===== config.mk =====
export PLATFORM = sky130hd
export DESIGN_NAME = mem_port_arbiter
export DESIGN_NICKNAME = d
export VERILOG_FILES = /design/src/rtl/mem_arb_pkg.sv /design/src/rtl/arb_starve_counter.sv /design/src/rtl/mem_port_arbiter.sv
export SDC_FILE = /design/constraint.sdc
export NUM_CORES = 1
export LEC_CHECK = 0
export CAP_MARGIN = 20
export CORE_MARGIN = 3
export CORE_UTILIZATION = 27
export DETAILED_ROUTE_END_ITERATION = 16
export PLACE_DENSITY_LB_ADDON = 0.15
export SLEW_MARGIN = 25
export SYNTH_ARGS = -nofsm -noshare
export SYNTH_HDL_FRONTEND = slang
export SYNTH_SLANG_ARGS = --single-unit

===== constraint.sdc =====
create_clock -name clk -period 5.1 [get_ports clk]
set_input_delay 1.02 -clock clk [delete_from_list [all_inputs] [get_ports clk]]
set_output_delay 1.02 -clock clk [all_outputs]
set_load 0.005 [all_outputs]

===== src/rtl/mem_arb_pkg.sv =====
// Shared types and constants for the CPU/DMA memory port arbiter.
package mem_arb_pkg;

  // Which port the read data returning next cycle belongs to.
  typedef enum logic [1:0] {
    OWN_NONE = 2'd0,
    OWN_CPU  = 2'd1,
    OWN_DMA  = 2'd2
  } owner_t;

  localparam int ADDR_W_DEF = 32;
  localparam int DATA_W_DEF = 8;
  localparam int STAT_W     = 16;

endpackage


===== src/rtl/arb_starve_counter.sv =====
// Saturating count of consecutive denied DMA cycles; 'expired' forces the DMA
// ahead of an unlocked CPU once the limit is reached.
module arb_starve_counter #(
  parameter int STARVE_LIMIT = 8
) (
  input  logic clk,
  input  logic reset,
  input  logic inc,
  input  logic clr,
  output logic expired
);

  localparam logic [7:0] LIMIT = 8'(STARVE_LIMIT);

  logic [7:0] cnt;

  // Count denied cycles, hold at the limit, restart when served or idle.
  // NOTE: sequential state uses non-blocking assignments so every flop samples
  // pre-edge values, independent of block evaluation order.
  always_ff @(posedge clk) begin
    if (reset || clr) begin
      cnt <= '0;
    end else if (inc && (cnt != LIMIT)) begin
      cnt <= cnt + 8'd1;
    end
  end

  assign expired = (cnt == LIMIT);

endmodule


===== src/rtl/mem_port_arbiter.sv =====
// Memory port arbiter: shares one byte-wide synchronous memory between the
// CPU core and the DMA/sample-loader port. Grants are combinational, reads
// return one cycle after the grant, writes complete on the granting edge.
// Build option: define ARB_STATS_EN to build the 16-bit grant/wait counters;
// without it the stat_* ports are tied to zero.
module mem_port_arbiter
  import mem_arb_pkg::*;
#(
  parameter int ADDR_W       = ADDR_W_DEF,
  parameter int DATA_W       = DATA_W_DEF,
  parameter int STARVE_LIMIT = 8
) (
  input  logic              clk,
  input  logic              reset,
  input  logic              cpu_req,
  input  logic              cpu_we,
  input  logic              cpu_lock,
  input  logic [ADDR_W-1:0] cpu_addr,
  input  logic [DATA_W-1:0] cpu_wdata,
  output logic              cpu_gnt,
  output logic [DATA_W-1:0] cpu_rdata,
  output logic              cpu_rvalid,
  input  logic              dma_req,
  input  logic              dma_we,
  input  logic [ADDR_W-1:0] dma_addr,
  input  logic [DATA_W-1:0] dma_wdata,
  output logic              dma_gnt,
  output logic [DATA_W-1:0] dma_rdata,
  output logic              dma_rvalid,
  output logic              mem_en,
  output logic              mem_we,
  output logic [ADDR_W-1:0] mem_addr,
  output logic [DATA_W-1:0] mem_wdata,
  input  logic [DATA_W-1:0] mem_rdata,
  output logic [STAT_W-1:0] stat_cpu_grants,
  output logic [STAT_W-1:0] stat_dma_grants,
  output logic [STAT_W-1:0] stat_dma_wait
);

  logic   cpu_locked;
  owner_t rd_owner;
  logic   dma_starved;
  logic   cpu_win;
  logic   dma_win;
  logic   dma_denied;

  assign dma_denied = dma_req && !dma_win;

  arb_starve_counter #(
    .STARVE_LIMIT(STARVE_LIMIT)
  ) u_starve (
    .clk    (clk),
    .reset  (reset),
    .inc    (dma_denied),
    .clr    (!dma_denied),
    .expired(dma_starved)
  );

  // Pick this cycle's winner: locked CPU, then starved/uncontested DMA, then CPU.
  // NOTE: every always_comb output gets a default first so no path leaves it
  // unassigned, which would otherwise infer a latch.
  always_comb begin
    cpu_win = 1'b0;
    dma_win = 1'b0;
    if (!reset) begin
      if (cpu_locked && cpu_req) begin
        cpu_win = 1'b1;
      end else if (dma_req && (!cpu_req || dma_starved)) begin
        dma_win = 1'b1;
      end else if (cpu_req) begin
        cpu_win = 1'b1;
      end
    end
  end

  assign cpu_gnt = cpu_win;
  assign dma_gnt = dma_win;
  assign mem_en  = cpu_win | dma_win;

  // Steer the winner onto the memory port; an idle bus is driven to zero.
  always_comb begin
    mem_we    = 1'b0;
    mem_addr  = '0;
    mem_wdata = '0;
    if (cpu_win) begin
      mem_we    = cpu_we;
      mem_addr  = cpu_addr;
      mem_wdata = cpu_wdata;
    end else if (dma_win) begin
      mem_we    = dma_we;
      mem_addr  = dma_addr;
      mem_wdata = dma_wdata;
    end
  end

  // Track the CPU lock and which port owns next cycle's read data.
  always_ff @(posedge clk) begin
    if (reset) begin
      cpu_locked <= 1'b0;
      rd_owner   <= OWN_NONE;
    end else begin
      if (cpu_win) begin
        cpu_locked <= cpu_lock;
      end else if (!cpu_req) begin
        cpu_locked <= 1'b0;
      end

      if (cpu_win && !cpu_we) begin
        rd_owner <= OWN_CPU;
      end else if (dma_win && !dma_we) begin
        rd_owner <= OWN_DMA;
      end else begin
        rd_owner <= OWN_NONE;
      end
    end
  end

  // Read data goes only to the owning port; the other port sees zero.
  assign cpu_rvalid = !reset && (rd_owner == OWN_CPU);
  assign dma_rvalid = !reset && (rd_owner == OWN_DMA);
  assign cpu_rdata  = cpu_rvalid ? mem_rdata : '0;
  assign dma_rdata  = dma_rvalid ? mem_rdata : '0;

`ifdef ARB_STATS_EN
  // Wrapping event counters for grants and DMA wait cycles.
  always_ff @(posedge clk) begin
    if (reset) begin
      stat_cpu_grants <= '0;
      stat_dma_grants <= '0;
      stat_dma_wait   <= '0;
    end else begin
      if (cpu_win)    stat_cpu_grants <= stat_cpu_grants + 1'b1;
      if (dma_win)    stat_dma_grants <= stat_dma_grants + 1'b1;
      if (dma_denied) stat_dma_wait   <= stat_dma_wait + 1'b1;
    end
  end
`else
  assign stat_cpu_grants = '0;
  assign stat_dma_grants = '0;
  assign stat_dma_wait   = '0;
`endif

endmodule

[Word level (Yosys, flattened, before mapping)]
Cells that the tools add are included.
Storage, ports and cells
  logic and storage cells: 47
  flip-flop bits (word level): 11
  input port bits: 95
  output and inout bits: 110
Operators by class
  eq/ne operators: 5
  reductions and logical operators: 17
  add/sub/neg operators: 1
  bitwise operators: 1
  multiplexer cells: 19
Operator list (number)
  32-bit two-way mux: 2
  8-bit two-way mux: 4
  1-bit two-way mux: 12
  8-bit by 1-bit adder with 8-bit output (second input constant): 1
  8-bit by 4-bit == test with 1-bit output (second input constant): 1
  1-bit logical AND: 8
  8-bit by 4-bit != test with 1-bit output (second input constant): 1
  1-bit zero test: 6
  2-bit by 1-bit == test with 1-bit output (second input constant): 1
  2-bit == test (second input constant): 1
  1-bit logical OR: 2
  2-bit two-way mux: 1
  2-bit by 1-bit != test with 1-bit output (second input constant): 1
  2-bit OR reduction: 1
  1-bit bitwise OR: 1

[Depth between registers and ports, before layout]
Gate-level depths: netlist of run 1.
  depth in word-level cells: 10
  depth in mapped cells: 7
  depth with buffers taken out: 5

[By module]
Synthesis of run 1 repeated with hierarchy kept, for this count alone.
Second synthesis, totals
  cells, all modules: 181
  area, all modules: 1485.2 um^2
Modules (own cells, without submodules)
  mem_port_arbiter: sequential area each 60.1 um^2, cells each 131, instances 1, area each 1066.0 um^2
  arb_starve_counter: sequential area each 160.2 um^2, cells each 50, instances 1, area each 419.2 um^2

[Worst setup path before layout of run 1]
OpenSTA, ideal clock, no wires.
  path kind: input to output
  start point: input port dma_req
  end point: output port mem_addr[25]
  data required time: 4.080 ns
  buffers on the path: 2
  stages: 5
  data arrival time: 1.813 ns
  setup slack: 2.267 ns
  cells stage by stage: inv_1 o31a_1 buf_6 buf_6 a32o_1
Between the ends
  elaborated cells on any way between the ends: 9
  those cells by class: mux (8); reduce/logical (1)
RTL lines
  from (decl): RTL line mem_port_arbiter.sv:23  | input logic dma_req,
  1-bit logical AND: RTL line mem_port_arbiter.sv:68  | end else if (dma_req && (!cpu_req || dma_starved)) begin
  1-bit two-way mux: RTL line mem_port_arbiter.sv:68
  1-bit two-way mux: RTL line mem_port_arbiter.sv:66  | if (cpu_locked && cpu_req) begin
  1-bit two-way mux: RTL line mem_port_arbiter.sv:65  | if (!reset) begin
  named net cpu_gnt: RTL line mem_port_arbiter.sv:20  | output logic cpu_gnt,
  32-bit two-way mux: RTL line mem_port_arbiter.sv:85  | if (cpu_win) begin
  to (decl): RTL line mem_port_arbiter.sv:32  | output logic [ADDR_W-1:0] mem_addr,
The timed path passes the listed nets, and every way through them passes these cells.

[Worst setup path after layout of run 1]
  start point: input port cpu_req
  end point: output port mem_addr[24]
Between the ends
  word-level cells in the longest chain between the ends: 8
  elaborated cells on any way between the ends: 13
  those cells by class: mux (9); reduce/logical (4)
Ends and longest elaborated chain
  from (decl): RTL line mem_port_arbiter.sv:15  | input logic cpu_req,
  1-bit zero test
  1-bit logical OR: RTL line mem_port_arbiter.sv:68
  1-bit logical AND: RTL line mem_port_arbiter.sv:68
  1-bit two-way mux: RTL line mem_port_arbiter.sv:68
  1-bit two-way mux: RTL line mem_port_arbiter.sv:66
  1-bit two-way mux: RTL line mem_port_arbiter.sv:65
  32-bit two-way mux: RTL line mem_port_arbiter.sv:89  | end else if (dma_win) begin
  32-bit two-way mux *: RTL line mem_port_arbiter.sv:85
Mark *: on every way between the ends. The rest lies on a longest branch, timed or not.

==> impl_metrics.xml, run 1 <==
<?xml version="1.0" encoding="UTF-8"?>
<metrics>
  <group name="timing">
    <metric name="finalSetupViolCount" unit="">0</metric>
    <metric name="worst_hold_slack" unit="ps">498</metric>
    <metric name="worst-slew-pin-transition" unit="ps">820</metric>
    <metric name="summed_negative_setup_slack_over_all_endpoints" unit="ps">0</metric>
    <metric name="period_needed" unit="ps">4050</metric>
    <metric name="final_hold_violations" unit="">0</metric>
    <metric name="timing.final.max_slew_violations" unit="">0</metric>
    <metric name="max_slew_margin" unit="%">45.2</metric>
    <metric name="final_period_util" unit="%">79.4</metric>
    <metric name="clock_skew" unit="ps">2.32</metric>
    <metric name="rsz0062_at_grt" unit="">no</metric>
    <metric name="fmax" unit="GHz">0.247</metric>
  </group>
  <group name="global_routing">
    <metric name="first_pass_grt_wire_length" unit="um">8670</metric>
    <metric name="initial_antenna_violation_count" unit="">0</metric>
    <metric name="grt_pass1_vias" unit="">1755</metric>
    <metric name="grt_start_max_net_pins" unit="">44</metric>
    <metric name="global_route.overflow_total" unit="">0</metric>
    <metric name="track_usage" unit="%">16.7</metric>
  </group>
  <group name="detailed_routing">
    <metric name="met2RoutedLength" unit="um">3140</metric>
    <metric name="drt-met1-wl" unit="um">2210</metric>
    <metric name="drt-total-wl" unit="um">6160</metric>
    <metric name="detailroute.via_count" unit="">1870</metric>
    <metric name="detail_route.wl_per_cell" unit="um">15.3</metric>
    <metric name="drt-vias-per-instance" unit="">4.64</metric>
    <metric name="drt_pass1_iterations" unit="">4</metric>
    <metric name="ant_nets" unit="">0</metric>
    <metric name="detailroute.wirelength.met3" unit="um">715</metric>
    <metric name="drtIter0Drc" unit="">116</metric>
    <metric name="remaining_drc_errors" unit="">0</metric>
    <metric name="top_layer" unit="">met4</metric>
  </group>
  <group name="clock_network">
    <metric name="tritoncts.num_buffers" unit="">3</metric>
    <metric name="clockBufferDepth" unit="">2</metric>
    <metric name="tritoncts_num_sinks" unit="">11</metric>
    <metric name="tritoncts" unit="">built</metric>
    <metric name="h-tree-depth" unit="">1</metric>
    <metric name="post-cts-setup-buffers" unit="">0</metric>
    <metric name="hold_buffers" unit="">0</metric>
    <metric name="cts_root_buf" unit="">clkbuf_8</metric>
    <metric name="post_cts_resized" unit="">0</metric>
    <metric name="path_clk_slew" unit="ps">50</metric>
    <metric name="insertion_delay" unit="ps">240</metric>
  </group>
  <group name="die">
    <metric name="initial_utilization" unit="%">28.8</metric>
    <metric name="row_count" unit="">26</metric>
    <metric name="num_io_pins" unit="">205</metric>
    <metric name="floorplan.core_area" unit="sq um">5270</metric>
    <metric name="chipWidth" unit="um">81.0</metric>
    <metric name="fp.dieH" unit="um">81.0</metric>
    <metric name="dieArea" unit="sq um">6570</metric>
  </group>
  <group name="cells_and_area">
    <metric name="most_common_cell_after_layout_fill_and_taps_aside" unit="">clkdlybuf4s50_1</metric>
    <metric name="finish.net_count" unit="">431</metric>
    <metric name="top_library_cells_by_usage_in_the_layout_fill_and_taps_aside" unit="">clkdlybuf4s50_1 (156), conb_1 (48), a32o_1 (41), and2_1 (18), dfxtp_1 (11)</metric>
    <metric name="areaGrowthSynthToFinish" unit="%">95.7</metric>
    <metric name="antenna_cells_inserted" unit="">0</metric>
    <metric name="filler_cell_count" unit="">501</metric>
    <metric name="fin_cells" unit="">403</metric>
    <metric name="layout-drive-gt1-share" unit="%">3.60</metric>
    <metric name="finish.utilization" unit="%">56.5</metric>
  </group>
  <group name="critical_path">
    <metric name="required" unit="ps">4080</metric>
    <metric name="critical_path.startpoint_type" unit="">primary input</metric>
    <metric name="cp-end-kind" unit="">output pin</metric>
    <metric name="worst_ep_arrival_time" unit="ps">3030</metric>
    <metric name="top_fanout_value_on_the_critical_path" unit="">29</metric>
    <metric name="path_class" unit="">in -&gt; out</metric>
  </group>
  <group name="logic_synthesis">
    <metric name="netlist_area" unit="sq um">1520</metric>
    <metric name="synth_enable_flop_cells" unit="">0</metric>
    <metric name="synth_async_sr_flop_share" unit="%">0</metric>
    <metric name="cell_accounting_for_the_most_synthesized_area" unit="">a32o_1</metric>
    <metric name="yosysWarnings" unit="">0</metric>
    <metric name="netlist_instances" unit="">183</metric>
    <metric name="synthTopCellsByArea" unit="">a32o_1 (27%), buf_4 (24%), dfxtp_1 (14%), and2_1 (7.4%), buf_6 (4.4%)</metric>
    <metric name="dominant_register_cell_in_the_synthesized_netlist" unit="">dfxtp_1</metric>
    <metric name="synthDominantCellAreaShare" unit="%">27.0</metric>
    <metric name="yosys_register_bits" unit="">11</metric>
    <metric name="post_synth_num_cell_types" unit="">31</metric>
    <metric name="syn_area_per_cell" unit="sq um">8.31</metric>
    <metric name="seq_area_frac_synth" unit="%">14.5</metric>
  </group>
  <group name="worst_hold_path">
    <metric name="hp-class" unit="">reg -&gt; reg</metric>
  </group>
  <group name="power_and_ir_drop">
    <metric name="vdd_drop_max" unit="mV">0.0719</metric>
    <metric name="report.power.total" unit="uW">356</metric>
    <metric name="power-per-cell-area" unit="nW/um^2">120</metric>
    <metric name="leakagePower" unit="uW">0.00111</metric>
  </group>
  <group name="placement">
    <metric name="gp_congestion" unit="">0.698</metric>
    <metric name="io_buffers" unit="">156</metric>
    <metric name="dp_hpwl" unit="um">4940</metric>
    <metric name="dp.cells" unit="">399</metric>
  </group>
  <group name="run_status">
    <metric name="run_status" unit="">finished clean</metric>
  </group>
  <group name="run">
    <metric name="maxCapViolations" unit="">0</metric>
  </group>
</metrics>
## power by group
| group | internal, uW | switching (uW) | leakage, uW |
|---|---|---|---|
| sequential | 87.4 | 1.01 | 0.0000891 |
| combinational | 120 | 60.1 | 0.00100 |
| clock | 54.9 | 32.6 | 0.0000228 |
## cell type report
type                    instances  area (sq um)  share of cell area (%)
repair buffers                161          1600                    53.7
multi-input cells             154          1010                    34.0
flip-flops and latches         11           220                    7.40
well taps                      70          87.6                    2.94
clock buffers                   4          45.0                    1.51
inverters                       3          11.3                   0.378
## sequential cells by signal, summed over array words and instances, names as in the netlist
register      flops
u_starve.cnt      8
rd_owner          2
cpu_locked        1
## Yosys cell counts (2+ instances only)
| master | n |
|---|---|
| a21oi_1 | 5 |
| a32o_1 | 41 |
| and2_1 | 18 |
| buf_2 | 4 |
| buf_4 | 48 |
| buf_6 | 6 |
| clkbuf_1 | 4 |
| dfxtp_1 | 11 |
| ha_1 | 2 |
| inv_1 | 3 |
| nand2_1 | 5 |
| nand3_1 | 3 |
| nor2_1 | 5 |
| nor2b_1 | 3 |
| nor3_1 | 2 |
| nor3b_1 | 2 |
| o21ai_0 | 4 |
| or3_1 | 3 |
| xor2_1 | 2 |
## cells by family after synthesis
logic type	Yosys count	share of synthesized area (%)
AO/OA/AOI/OAI	55	32.6
XOR/XNOR	2	1.15
adder cells (fa/ha/maj)	2	1.65
buffers and inverters	65	31.2
flip-flops	11	14.5
other	1	0.247
AND/OR/NAND/NOR	47	18.7
## path summary, 6_finish.rpt
check / start / endpoint / slack [ps] / cells after the start
worst max register to register: u_starve.cnt[0] / rd_owner[1] / 3160 / 5
worst min-delay path: u_starve.cnt[7] / u_starve.cnt[7] / 500 / 2
worst max-delay path: cpu_req / mem_addr[24] / 1050 / 6
worst min register to register: u_starve.cnt[7] / u_starve.cnt[7] / 500 / 2
## metrics by stage
stage               setup WS [ps]  area (sq um)
floorplan                    2270          1700
global placement             1100          2930
detailed placement           1070          2930
CTS                          1060          2980
finish                       1050          2980
global route                  928          2980
## critical path: stages
cell	delay [ps]
clkdlybuf4s50_1	550
nor2b_1	230
o31a_1	200
buf_4	300
a32o_1	200
clkdlybuf4s50_1	510
## routing by layer
layer  vias up  GRT usage, %
li1        897             -
met1       852          18.4
met2       113          29.7
met3         8          6.10
met4         0          5.41
met5         -             0
Note: power is estimated with default switching activity, not from simulation.
==> run 2: changes to the inputs <==
--- a/config.mk
+++ b/config.mk
@@ -7,7 +7,7 @@
 export LEC_CHECK = 0
 export CAP_MARGIN = 20
 export CORE_MARGIN = 3
-export CORE_UTILIZATION = 27
+export CORE_UTILIZATION = 25
 export DETAILED_ROUTE_END_ITERATION = 16
 export PLACE_DENSITY_LB_ADDON = 0.15
 export SLEW_MARGIN = 25
==> constraint.sdc (replaced) <==
create_clock -name clk -period 4.19 [get_ports clk]
set_input_delay 0.838 -clock clk [delete_from_list [all_inputs] [get_ports clk]]
set_output_delay 0.838 -clock clk [all_outputs]
set_load 0.005 [all_outputs]
==> run 2 against run 1 <==
Against the previous run: design area grew 0.71%; critical path depth is the same; power grew 22%; sequential power grew 22%; via count shrank 0.86%; global-route usage shrank 0.69 points; largest power group unchanged.
==> impl_metrics.xml, run 2 (synthesis results as in run 1) <==
<?xml version="1.0" encoding="UTF-8"?>
<metrics>
  <group name="cells_and_area">
    <metric name="filler_cell_count" unit="">551</metric>
    <metric name="largest_register_ffs" unit="">8</metric>
    <metric name="regMostFlops" unit="">u_starve.cnt</metric>
    <metric name="reg.largest.list" unit="">u_starve.cnt x8, rd_owner x2, cpu_locked x1</metric>
    <metric name="final_cell_area" unit="sq um">3000</metric>
    <metric name="finish.net_count" unit="">431</metric>
    <metric name="antenna_cells_inserted" unit="">0</metric>
    <metric name="most_common_cell_after_layout_fill_and_taps_aside" unit="">clkdlybuf4s50_1</metric>
    <metric name="areaGrowthSynthToFinish" unit="%">97.1</metric>
    <metric name="top_library_cells_by_usage_in_the_layout_fill_and_taps_aside" unit="">clkdlybuf4s50_1 (156), conb_1 (48), a32o_1 (41), and2_1 (18), dfxtp_1 (11)</metric>
    <metric name="layout-drive-gt1-share" unit="%">3.90</metric>
  </group>
  <group name="placement">
    <metric name="dp_hpwl" unit="um">5050</metric>
    <metric name="detailed_place.area" unit="sq um">2950</metric>
    <metric name="gp_congestion" unit="">0.804</metric>
    <metric name="io_buffers" unit="">156</metric>
  </group>
  <group name="clock_network">
    <metric name="insertion_delay" unit="ps">240</metric>
    <metric name="post-cts-setup-buffers" unit="">0</metric>
    <metric name="cts_root_buf" unit="">clkbuf_8</metric>
    <metric name="path_clk_slew" unit="ps">50</metric>
    <metric name="post_cts_resized" unit="">0</metric>
    <metric name="h-tree-depth" unit="">1</metric>
    <metric name="tritoncts_num_sinks" unit="">11</metric>
    <metric name="hold_buffers" unit="">0</metric>
    <metric name="clockBufferDepth" unit="">2</metric>
    <metric name="tritoncts" unit="">built</metric>
    <metric name="tritoncts.num_buffers" unit="">3</metric>
  </group>
  <group name="timing">
    <metric name="worst_hold_slack" unit="ps">490</metric>
    <metric name="final_hold_violations" unit="">0</metric>
    <metric name="max_slew_margin" unit="%">61.5</metric>
    <metric name="clock_skew" unit="ps">2.66</metric>
    <metric name="rsz0062_at_grt" unit="">no</metric>
    <metric name="summed_negative_setup_slack_over_all_endpoints" unit="ps">0</metric>
    <metric name="worst-slew-pin-transition" unit="ps">575</metric>
    <metric name="fmax" unit="GHz">0.266</metric>
    <metric name="timing.final.max_slew_violations" unit="">0</metric>
    <metric name="final_period_util" unit="%">89.7</metric>
    <metric name="finalSetupViolCount" unit="">0</metric>
    <metric name="period_needed" unit="ps">3760</metric>
  </group>
  <group name="die">
    <metric name="num_io_pins" unit="">205</metric>
    <metric name="floorplan.core_area" unit="sq um">5710</metric>
    <metric name="chipWidth" unit="um">84.0</metric>
    <metric name="dieArea" unit="sq um">7050</metric>
    <metric name="fp.dieH" unit="um">84.0</metric>
    <metric name="row_count" unit="">27</metric>
    <metric name="initial_utilization" unit="%">26.6</metric>
  </group>
  <group name="detailed_routing">
    <metric name="remaining_drc_errors" unit="">0</metric>
    <metric name="drt_pass1_iterations" unit="">4</metric>
    <metric name="drtIter0Drc" unit="">41</metric>
    <metric name="drt-vias-per-instance" unit="">4.58</metric>
    <metric name="ant_nets" unit="">0</metric>
    <metric name="drt-total-wl" unit="um">6190</metric>
    <metric name="detailroute.via_count" unit="">1854</metric>
    <metric name="detail_route.wl_per_cell" unit="um">15.3</metric>
  </group>
  <group name="power_and_ir_drop">
    <metric name="power-per-cell-area" unit="nW/um^2">145</metric>
    <metric name="report.power.total" unit="uW">434</metric>
    <metric name="vdd_drop_max" unit="mV">0.0872</metric>
    <metric name="leakagePower" unit="uW">0.00112</metric>
  </group>
  <group name="critical_path">
    <metric name="critical_path.startpoint_type" unit="">primary input</metric>
    <metric name="regToRegSetupSlack" unit="ps">2170</metric>
    <metric name="path_class" unit="">in -&gt; out</metric>
    <metric name="required" unit="ps">3350</metric>
    <metric name="top_fanout_value_on_the_critical_path" unit="">31</metric>
    <metric name="worst_ep_arrival_time" unit="ps">2920</metric>
    <metric name="cp-end-kind" unit="">output pin</metric>
  </group>
  <group name="run_status">
    <metric name="run_status" unit="">finished clean</metric>
  </group>
  <group name="global_routing">
    <metric name="initial_antenna_violation_count" unit="">0</metric>
    <metric name="track_usage" unit="%">16.0</metric>
    <metric name="first_pass_grt_wire_length" unit="um">9320</metric>
    <metric name="grt_pass1_vias" unit="">1808</metric>
    <metric name="grt_start_max_net_pins" unit="">44</metric>
    <metric name="global_route.overflow_total" unit="">0</metric>
  </group>
  <group name="worst_hold_path">
    <metric name="hp-class" unit="">reg -&gt; reg</metric>
  </group>
  <group name="run">
    <metric name="maxCapViolations" unit="">0</metric>
  </group>
</metrics>
[run 2: changes by cell type in the layout (fill, tap and decap cells not counted)]
cell    change
buf_12      +1
nor2_4      +1
nor2_2      -1
o31a_2      +1
o31a_1      -1
buf_4       -1
[run 2: worst paths after layout]
kind                   startpoint              end  depth (start not counted)
hold reg to reg   u_starve.cnt[7]  u_starve.cnt[7]                          2
setup reg to reg  u_starve.cnt[0]      rd_owner[0]                          6
hold / removal    u_starve.cnt[7]  u_starve.cnt[7]                          2
setup / recovery          cpu_req     mem_wdata[7]                          6
[run 2: layer usage]
| metal | share of wire [%] | vias up | global-route usage (%) |
|---|---|---|---|
| met5 | 0 | - | 0 |
| li1 | - | 895 | - |
| met4 | 1.9 | 0 | 5.56 |
| met1 | 36 | 848 | 16.9 |
| met3 | 11 | 8 | 6.81 |
| met2 | 52 | 103 | 28.4 |
[run 2: power by group]
part           leakage, uW  switching, uW  internal, uW
Combinational      0.00101           74.2           147
Clock            0.0000228           38.1          66.6
Sequential       0.0000891           1.25           106
[run 2: area by class of cell]
type	instances	area [sq um]	share of cell area (%)
inverters	3	11.3	0.376
repair buffers	161	1610	53.8
flip-flops and latches	11	220	7.35
well taps	72	90.1	3.01
multi-input cells	154	1020	34.0
clock buffers	4	45.0	1.50
[run 2: critical path, stage by stage]
cell and delay, ps:
clkdlybuf4s50_1 540, nor2b_1 220, o31a_2 380, buf_12 230
a32o_1 150, clkdlybuf4s50_1 550
[run 2: per-stage QoR]
stage          utilization, %  setup slack [ps]  instances
6_report                 52.5               432        405
5_1_grt                  52.5               296        405
4_1_cts                  52.5               433        405
3_5_place_dp             51.7               454        401
3_3_place_gp             51.7               431        401
2_1_floorplan               -              1610        230
==> run 3: changes to the inputs <==
--- a/config.mk
+++ b/config.mk
@@ -9,7 +9,7 @@
 export CORE_MARGIN = 3
 export CORE_UTILIZATION = 25
 export DETAILED_ROUTE_END_ITERATION = 16
-export PLACE_DENSITY_LB_ADDON = 0.15
+export PLACE_DENSITY = 0.82
 export SLEW_MARGIN = 25
 export SYNTH_ARGS = -nofsm -noshare
 export SYNTH_HDL_FRONTEND = slang
==> run 3 against run 2 <==
Against the previous run: combinational power about the same; non-clock buffer count increased by 1; sequential share of layout area about the same; via count increased by 1.6%; final cell count increased by 0.25%; utilization increased by 0.33 points; design area increased by 0.63%; register-to-register slack improved by 110 ps; clock power about the same; power increased by 0.90%; hold slack improved by 4.1 ps; die area unchanged; critical endpoint is now mem_addr[10]; largest power group unchanged.
==> impl_metrics.xml, run 3 (synthesis results as in run 1) <==
<?xml version="1.0" encoding="UTF-8"?>
<metrics>
  <group name="run_status">
    <metric name="run_status" unit="">finished clean</metric>
  </group>
  <group name="critical_path">
    <metric name="timing.critical_path.from" unit="">u_starve.cnt[0]</metric>
    <metric name="worst_r2r_startpoint" unit="">u_starve.cnt[0]</metric>
    <metric name="worst_ep_arrival_time" unit="ps">2800</metric>
    <metric name="regToRegSetupSlack" unit="ps">2280</metric>
    <metric name="cp-end-kind" unit="">output pin</metric>
    <metric name="required" unit="ps">3350</metric>
    <metric name="ff2ff_path_depth" unit="">5</metric>
    <metric name="top_fanout_value_on_the_critical_path" unit="">25</metric>
    <metric name="worst_r2r_endpoint" unit="">rd_owner[1]</metric>
    <metric name="critical_path.startpoint_type" unit="">register</metric>
    <metric name="path_class" unit="">reg -&gt; out</metric>
    <metric name="setup.worst_path.end" unit="">mem_addr[10]</metric>
  </group>
  <group name="timing">
    <metric name="finalSetupViolCount" unit="">0</metric>
    <metric name="timing.final.max_slew_violations" unit="">0</metric>
    <metric name="clock_skew" unit="ps">6.24</metric>
    <metric name="rsz0062_at_grt" unit="">no</metric>
    <metric name="max_slew_margin" unit="%">62.3</metric>
    <metric name="post-route-worst-setup-slack" unit="ps">548</metric>
    <metric name="worst-slew-pin-transition" unit="ps">564</metric>
    <metric name="final_period_util" unit="%">86.9</metric>
    <metric name="period_needed" unit="ps">3640</metric>
    <metric name="final_hold_violations" unit="">0</metric>
    <metric name="worst_hold_slack" unit="ps">494</metric>
    <metric name="summed_negative_setup_slack_over_all_endpoints" unit="ps">0</metric>
    <metric name="fmax" unit="GHz">0.275</metric>
  </group>
  <group name="die">
    <metric name="initial_utilization" unit="%">26.6</metric>
    <metric name="floorplan.core_area" unit="sq um">5710</metric>
    <metric name="chipWidth" unit="um">84.0</metric>
    <metric name="dieArea" unit="sq um">7050</metric>
    <metric name="row_count" unit="">27</metric>
    <metric name="fp.dieH" unit="um">84.0</metric>
    <metric name="num_io_pins" unit="">205</metric>
  </group>
  <group name="cells_and_area">
    <metric name="finish.net_count" unit="">432</metric>
    <metric name="layout-drive-gt1-share" unit="%">3.89</metric>
    <metric name="fin_cells" unit="">406</metric>
    <metric name="most_common_cell_after_layout_fill_and_taps_aside" unit="">clkdlybuf4s50_1</metric>
    <metric name="regMostFlops" unit="">u_starve.cnt</metric>
    <metric name="layout.area.seq" unit="sq um">220</metric>
    <metric name="areaGrowthSynthToFinish" unit="%">98.4</metric>
    <metric name="multi_input_area" unit="sq um">1020</metric>
    <metric name="antenna_cells_inserted" unit="">0</metric>
    <metric name="filler_cell_count" unit="">524</metric>
    <metric name="largest_register_ffs" unit="">8</metric>
    <metric name="top_library_cells_by_usage_in_the_layout_fill_and_taps_aside" unit="">clkdlybuf4s50_1 (156), conb_1 (48), a32o_1 (41), and2_1 (18), dfxtp_1 (11)</metric>
    <metric name="finish.utilization" unit="%">52.8</metric>
    <metric name="reg.largest.list" unit="">u_starve.cnt x8, rd_owner x2, cpu_locked x1</metric>
  </group>
  <group name="global_routing">
    <metric name="grt_pass1_vias" unit="">1824</metric>
    <metric name="grt_start_max_net_pins" unit="">29</metric>
    <metric name="first_pass_grt_wire_length" unit="um">9140</metric>
    <metric name="global_route.overflow_total" unit="">0</metric>
    <metric name="initial_antenna_violation_count" unit="">0</metric>
    <metric name="track_usage" unit="%">15.7</metric>
  </group>
  <group name="detailed_routing">
    <metric name="remaining_drc_errors" unit="">0</metric>
    <metric name="detailroute.via_count" unit="">1884</metric>
    <metric name="drt-vias-per-instance" unit="">4.64</metric>
    <metric name="drtIter0Drc" unit="">32</metric>
    <metric name="drt-total-wl" unit="um">6010</metric>
    <metric name="detail_route.wl_per_cell" unit="um">14.8</metric>
    <metric name="ant_nets" unit="">0</metric>
    <metric name="drt_pass1_iterations" unit="">4</metric>
  </group>
  <group name="clock_network">
    <metric name="tritoncts.num_buffers" unit="">3</metric>
    <metric name="cts_root_buf" unit="">clkbuf_8</metric>
    <metric name="clockBufferDepth" unit="">2</metric>
    <metric name="path_clk_slew" unit="ps">50</metric>
    <metric name="post_cts_resized" unit="">0</metric>
    <metric name="tritoncts" unit="">built</metric>
    <metric name="hold_buffers" unit="">0</metric>
    <metric name="tritoncts_num_sinks" unit="">11</metric>
    <metric name="h-tree-depth" unit="">1</metric>
    <metric name="post-cts-setup-buffers" unit="">0</metric>
    <metric name="insertion_delay" unit="ps">240</metric>
  </group>
  <group name="run">
    <metric name="maxCapViolations" unit="">0</metric>
  </group>
  <group name="worst_hold_path">
    <metric name="whs_path_depth" unit="">2</metric>
    <metric name="hp-class" unit="">reg -&gt; reg</metric>
  </group>
  <group name="power_and_ir_drop">
    <metric name="power-per-cell-area" unit="nW/um^2">145</metric>
    <metric name="vdd_drop_max" unit="mV">0.104</metric>
    <metric name="leakagePower" unit="uW">0.00113</metric>
  </group>
  <group name="placement">
    <metric name="gp_congestion" unit="">0.790</metric>
    <metric name="post_placement_worst_setup_slack" unit="ps">544</metric>
    <metric name="dp.cells" unit="">402</metric>
    <metric name="dp_hpwl" unit="um">5050</metric>
    <metric name="io_buffers" unit="">156</metric>
  </group>
</metrics>
-- run 3: worst min-delay path by stage --
stage	startpoint	endpoint	slack (ps)
after floorplan	u_starve.cnt[7]	u_starve.cnt[7]	460
after global placement	u_starve.cnt[7]	u_starve.cnt[7]	470
after detailed placement	u_starve.cnt[7]	u_starve.cnt[7]	480
after CTS	u_starve.cnt[7]	u_starve.cnt[7]	490
after global routing	u_starve.cnt[7]	u_starve.cnt[7]	510
final	u_starve.cnt[7]	u_starve.cnt[7]	490
-- run 3: layer usage --
layer / GRT usage (%) / wire length (um) / up-vias
met1: 16.7 / 2120 / 862
met4: 3.95 / 60 / 0
met5: 0 / 0 / -
met3: 4.15 / 589 / 5
li1: - / - / 899
met2: 30.3 / 3240 / 118
-- run 3: power by group --
group	internal, uW	switching (uW)
sequential	106	1.26
combinational	149	73.9
clock	66.9	40.4
total	322	116
-- run 3: through the flow --
stage	power [uW]	instance area [sq um]
3_3_place_gp	330	2970
4_1_cts	441	3020
2_1_floorplan	209	1700
5_1_grt	464	3020
6_report	438	3020
3_5_place_dp	331	2970
-- run 3: critical path: stages (launching register included) --
cell             delay [ps]
dfxtp_1                 350
inv_1                    70
ha_1                    140
or4b_1                  540
o21ai_4                 500
buf_12                  240
a32o_1                  210
clkdlybuf4s50_1         510
-- run 3: layout make-up --
type,instances,area share [%]
Sequential cell,11,7.30
Timing Repair Buffer,162,54.1
Tap cell,72,2.99
Clock buffer,4,1.49
Inverter,3,0.373
Multi-Input combinational cell,154,33.7
